[config.mk]
export PLATFORM = sky130hd
export DESIGN_NAME = audio_rdclk_sequencer
export DESIGN_NICKNAME = d
export VERILOG_FILES = /design/src/rtl/audio_rdclk_sequencer.sv
export SDC_FILE = /design/constraint.sdc
export NUM_CORES = 1
export LEC_CHECK = 0
export ABC_AREA = 1
export CORE_MARGIN = 2
export CORE_UTILIZATION = 52
export DETAILED_ROUTE_END_ITERATION = 8
export GPL_TIMING_DRIVEN = 0
export PLACE_DENSITY = 0.81
export SKIP_CTS_REPAIR_TIMING = 1
export SYNTH_ARGS = -nofsm -noshare
export SYNTH_HDL_FRONTEND = slang
export SYNTH_SLANG_ARGS = --single-unit
export TNS_END_PERCENT = 100
[constraint.sdc]
create_clock -name clk -period 2.4 [get_ports clk]
set_clock_uncertainty 0.2 [all_clocks]
set_input_delay 0.48 -clock clk [delete_from_list [all_inputs] [get_ports clk]]
set_output_delay 0.48 -clock clk [all_outputs]
set_load 0.01 [all_outputs]
[src/rtl/audio_rdclk_sequencer.sv]
// Avalon-MM sequencer that paces the audio FIFO read side. It generates a divided
// read clock and one-cycle read strobes in continuous or counted-burst mode.
module audio_rdclk_sequencer #(
  parameter int unsigned DIV_W = 16,
  parameter int unsigned CNT_W = 16
) (
  input  logic        clk,
  input  logic        reset_n,
  input  logic [2:0]  address,
  input  logic        chipselect,
  input  logic        write_n,
  input  logic [31:0] writedata,
  output logic [31:0] readdata,
  input  logic        fifo_empty,
  output logic        fifo_rdreq,
  output logic        rd_clk_out,
  output logic        busy,
  output logic        irq
);

  typedef enum logic [1:0] {StIdle, StRunCont, StRunBurst, StStop} state_e;

  state_e           r_state, w_state_d;
  logic             r_en, r_irq_en, r_done, r_underrun, r_burst, r_rd_clk, r_rdreq, r_irq;
  logic [DIV_W-1:0] r_div, r_div_cnt, w_div_cnt_d;
  logic [CNT_W-1:0] r_blen, r_remaining, w_remaining_d;
  logic [31:0]      r_total, w_status;

  logic w_wr, w_wr_ctrl, w_wr_status, w_wr_total, w_start, w_abort, w_en_d, w_irq_en_d;
  logic w_tick, w_rise, w_rd_clk_d, w_rdreq_d, w_burst_d, w_set_done, w_set_under, w_inc;
  logic w_done_d, w_underrun_d, w_unused_wdata;

  assign w_wr           = chipselect & ~write_n;
  assign w_wr_ctrl      = w_wr && (address == 3'd0);
  assign w_wr_status    = w_wr && (address == 3'd3);
  assign w_wr_total     = w_wr && (address == 3'd4);
  assign w_start        = w_wr_ctrl & writedata[1];
  assign w_abort        = w_wr_ctrl & writedata[3];
  assign w_en_d         = w_wr_ctrl ? writedata[0] : r_en;
  assign w_irq_en_d     = w_wr_ctrl ? writedata[2] : r_irq_en;
  assign w_unused_wdata = ^writedata;

  assign w_tick = (r_state != StIdle) && (r_div_cnt >= r_div);
  assign w_rise = w_tick && !r_rd_clk && ((r_state == StRunCont) || (r_state == StRunBurst));

  // Set events take priority over a coincident write-1-to-clear.
  assign w_done_d     = w_set_done  | (r_done     & ~(w_wr_status & writedata[1]));
  assign w_underrun_d = w_set_under | (r_underrun & ~(w_wr_status & writedata[2]));

  always_comb begin
    w_state_d     = r_state;
    w_div_cnt_d   = r_div_cnt;
    w_rd_clk_d    = r_rd_clk;
    w_rdreq_d     = 1'b0;
    w_remaining_d = r_remaining;
    w_burst_d     = r_burst;
    w_set_done    = 1'b0;
    w_set_under   = 1'b0;
    w_inc         = 1'b0;

    if (r_state != StIdle) begin
      if (w_tick) begin
        w_div_cnt_d = '0;
        w_rd_clk_d  = ~r_rd_clk;
      end else begin
        w_div_cnt_d = r_div_cnt + 1'b1;
      end
    end

    if (w_rise) begin
      if (!fifo_empty) begin
        w_rdreq_d = 1'b1;
        w_inc     = 1'b1;
        if (r_state == StRunBurst) w_remaining_d = r_remaining - 1'b1;
      end else begin
        w_set_under = 1'b1;
      end
    end

    unique case (r_state)
      StIdle: begin
        if (w_start) begin
          if (r_blen == '0) begin
            w_set_done = 1'b1;
          end else begin
            w_state_d     = StRunBurst;
            w_remaining_d = r_blen;
            w_burst_d     = 1'b1;
          end
        end else if (w_en_d) begin
          w_state_d = StRunCont;
          w_burst_d = 1'b0;
        end
      end
      StRunCont: if (!w_en_d) w_state_d = StStop;
      StRunBurst: if (r_remaining == '0) w_state_d = StStop;
      StStop: begin
        // Leave only with the read clock low so the codec never sees a runt pulse.
        if (!r_rd_clk || w_tick) begin
          w_state_d  = StIdle;
          w_set_done = r_burst;
        end
      end
      default: w_state_d = StIdle;
    endcase

    if (w_state_d == StIdle) begin
      w_div_cnt_d = '0;
      w_rd_clk_d  = 1'b0;
    end

    if (w_abort) begin
      w_state_d     = StIdle;
      w_div_cnt_d   = '0;
      w_rd_clk_d    = 1'b0;
      w_remaining_d = '0;
      w_rdreq_d     = 1'b0;
      w_inc         = 1'b0;
      w_set_done    = 1'b0;
      w_set_under   = 1'b0;
    end
  end

  always_ff @(posedge clk or negedge reset_n) begin
    if (!reset_n) begin
      r_state     <= StIdle;
      r_en        <= 1'b0;
      r_irq_en    <= 1'b0;
      r_done      <= 1'b0;
      r_underrun  <= 1'b0;
      r_burst     <= 1'b0;
      r_rd_clk    <= 1'b0;
      r_rdreq     <= 1'b0;
      r_irq       <= 1'b0;
      r_div       <= '0;
      r_div_cnt   <= '0;
      r_blen      <= '0;
      r_remaining <= '0;
      r_total     <= '0;
    end else begin
      r_state     <= w_state_d;
      r_en        <= w_en_d;
      r_irq_en    <= w_irq_en_d;
      r_done      <= w_done_d;
      r_underrun  <= w_underrun_d;
      r_burst     <= w_burst_d;
      r_rd_clk    <= w_rd_clk_d;
      r_rdreq     <= w_rdreq_d;
      r_irq       <= w_irq_en_d & (w_done_d | w_underrun_d);
      r_div_cnt   <= w_div_cnt_d;
      r_remaining <= w_remaining_d;
      if (w_wr && (address == 3'd1)) r_div <= writedata[DIV_W-1:0];
      if (w_wr && (address == 3'd2)) r_blen <= writedata[CNT_W-1:0];
      if (w_wr_total)  r_total <= '0;
      else if (w_inc)  r_total <= r_total + 32'd1;
    end
  end

  assign fifo_rdreq = r_rdreq;
  assign rd_clk_out = r_rd_clk;
  assign busy       = (r_state != StIdle);
  assign irq        = r_irq;

  always_comb begin
    w_status               = '0;
    w_status[0]            = busy;
    w_status[1]            = r_done;
    w_status[2]            = r_underrun;
    w_status[16 +: CNT_W]  = r_remaining;
  end

  always_comb begin
    readdata = '0;
    case (address)
      3'd0: begin
        readdata[0] = r_en;
        readdata[2] = r_irq_en;
      end
      3'd1:    readdata[DIV_W-1:0] = r_div;
      3'd2:    readdata[CNT_W-1:0] = r_blen;
      3'd3:    readdata = w_status;
      3'd4:    readdata = r_total;
      default: readdata = '0;
    endcase
  end

endmodule

==> reports/qor.txt <==
Status: finished with violations
Failing checks: negative setup slack
Die W: 121 um
Port buffer count: 59
Pre-CTS setup slack: -1.25 ns
Net count after synthesis: 1027
Unrepaired setup endpoints after global routing: yes
Post-DRT Antenna Nets: 0
Sequential element share of the synthesized area: 0.375
Drt initial violations: 935
Reg2reg start: r_div_cnt[12]
Ant diodes: 0
Placer Congestion: 0.969
DP HPWL: 15600 um
Crit path DAT: 2.85 ns
Design Power: 8.98 mW
WP depth: 14
Filler cell count: 987
Worst-path clk slew: 0.08 ns
Worst Hold Slack: 0.302 ns
CTS Buffer Depth: 2
GRT Resource Usage Total: 0.290
Initial Util: 0.534
Reg2Reg Depth: 14
Worst VDD drop: 0.993 mV
Post-route core utilization: 0.700
H-tree Lvls: 3
Reg2Reg Setup Slack: -0.40 ns
Setup Viol. Count Final: 71
Detailed Routing Iterations Pass 1: 6
Leakage power: 4.68 nW
Slew HR: 0.547
CP peak stage delay: 0.45 ns
PnR worst setup slack: -0.400 ns
Slowest-stage cell, CP: dfrtp_1
Net Sw Power: 3.87 mW
CP Data Required Time: 2.45 ns
DR WL met2: 11200 um
Detailed-route via count: 7668
Logic pwr share: 0.474
Worst Hold Depth: 2
Final-stage net count: 1158
Hold path start: r_burst
Cells after synthesis: 964
Min Tclk post-route: 2.80 ns
CTS tree: done
Crit path launch type: flip-flop
Largest delay contributor family on the critical path: simple AND/OR/NAND/NOR gates
Number of global-route vias before repair: 6525
Placed insts: 1200
Hold Crit Class: flip-flop to flip-flop
Met1 Wirelength: 8960 um
CTS buffer count: 9
CP bufs+invs: 4
WHS Endpoint: r_burst
Max-slew violations: 0
Number of synthesized flops with an enable pin: 0
Via density: 6.01
Initial antenna violation count: 1
Power share of the sequential group: 0.326
Synth Register Bits: 106
Maximum clock rate: 0.357 GHz
Ys Warns: 0
Die area: 14500 sq um
Worst Path Max Fanout: 7
DRC viols: 0
Avg Cell Area, Syn: 7.33 sq um
CP cell instances: ha_1 > nand4_1 > buf_4 > a21oi_2 > nor2_2 > nand2_4 > buf_6 > nand4_4 > nor2_4 > nand2_4 > nand2_4 > buf_8 > clkbuf_16 > o21ai_2
Pin count of the biggest net entering global routing: 68
Fraction of layout cells with a size suffix above 1: 0.210
Commonest non-fill, non-tap cell in the layout: nand2_1
Row Count: 42
Core ar.: 13200 sq um
Final Non-Filler Cells: 1276
Highest routed layer: met4
GRT overflow: 0
Mapped cell area: 7070 sq um
Clock sinks: 106
Post-synth cell types: 42
WL met3: 2120 um
Int Power: 5.12 mW
Clk pwr share: 0.200
Most frequent cells in the layout: nand2_1, inv_1, dfrtp_1
Synth area leaders: dfrtp_1, nand2_1, inv_1
Post-synth top area share: 0.375
Root Buffer: clkbuf_16
First-pass GRT wire length: 32900 um
Final Hold Fails: 0
Dominant register cell in the synthesized netlist: dfrtp_1
PD cells: 969 nW/um^2
Drt wl/cell: 18.3 um
Worst Tran Pin Value: 0.680 ns
Worst r2r dst: r_total[20]
# Max-Cap Violations: 0
Clock Latency Late Sink: 0.36 ns
Critical Path End Type: flip-flop
Switch share: 0.431
Top cell by count, worst path: nand2_4
Fin crit share: 1.17
Setup CP Type: flip-flop to flip-flop
Top Ports: 76
Ys async rst share: 1.00
Area added between synthesis and finish: 31.1%
Synth area leader: dfrtp_1
Final wirelength: 23300 um
Die span in y: 121 um
-- worst reg2reg max path, cell delays in order, from the launching register on --
cell,delay (ns)
dfrtp_1,0.45
ha_1,0.33
nand4_1,0.18
buf_4,0.19
a21oi_2,0.17
nor2_2,0.09
nand2_4,0.12
buf_6,0.11
nand4_4,0.09
nor2_4,0.19
nand2_4,0.10
nand2_4,0.08
buf_8,0.17
clkbuf_16,0.16
o21ai_2,0.05
-- final cells by class --
class	instances	area, sq um	share of cell area
multi-input cells	680	4040	0.436
flip-flops and latches	106	2660	0.287
repair buffers	120	1180	0.127
inverters	147	567	0.0612
clock buffers	11	253	0.0273
plain buffers	31	241	0.0261
well taps	176	220	0.0238
clock inverters	5	108	0.0116
-- metal layers --
| metal | track usage | up-vias |
|---|---|---|
| li1 | - | 3463 |
| met1 | 0.383 | 3612 |
| met2 | 0.461 | 495 |
| met3 | 0.0703 | 98 |
| met4 | 0.108 | 0 |
| met5 | 0 | - |
-- metrics by stage --
stage | area [sq um] | setup TNS [ns]
global route | 9270 | -21.91
CTS | 8270 | -45.23
finish | 9270 | -19.21
floorplan | 7070 | 0
detailed placement | 7910 | -58.56
global placement | 7880 | -427.04
-- synth_stat cells (all sizes together) (12+ instances only) --
library cell	n
nand3	79
clkbuf	17
a21oi	23
o22ai	12
ha	23
o21ai	108
nand2	231
buf	14
inv	146
nor3	25
dfrtp	106
o221ai	13
xor2	30
nor4	13
nor2	75
nand4	25
-- worst max path at each step --
stage,from,end
floorplan,r_div_cnt[7],r_total[13]
global placement,reset_n,r_div_cnt[2]
detailed placement,address[0],readdata[14]
CTS,address[0],readdata[14]
global route,r_div_cnt[12],r_total[20]
finish,r_div_cnt[12],r_total[20]
-- power by group through the flow --
| stage | logic [mW] | registers (mW) | clock network, mW |
|---|---|---|---|
| finish | 4.26 | 2.93 | 1.80 |
| global route | 4.64 | 2.99 | 1.87 |
| CTS | 3.38 | 2.88 | 1.81 |
| detailed placement | 3.34 | 2.91 | 0 |
| global placement | 3.27 | 2.89 | 0 |
| floorplan | 2.42 | 2.76 | 0 |
-- logic make-up after synthesis --
logic type / Yosys count / share of synthesized area
flip-flops: 106 / 0.375
buffers and inverters: 178 / 0.105
adder cells (fa/ha/maj): 23 / 0.0407
AND/OR/NAND/NOR: 452 / 0.290
AO/OA/AOI/OAI: 173 / 0.149
XOR/XNOR: 32 / 0.0396
-- sequential cells by signal (all words and copies together), names as in the netlist --
register	flops
fifo_rdreq	1
irq	1
r_blen	16
r_burst	1
r_div	16
r_div_cnt	16
r_done	1
r_en	1
r_irq_en	1
r_remaining	16
r_state	2
r_total	32
r_underrun	1
rd_clk_out	1
Note: power is estimated with default switching activity, not from simulation.
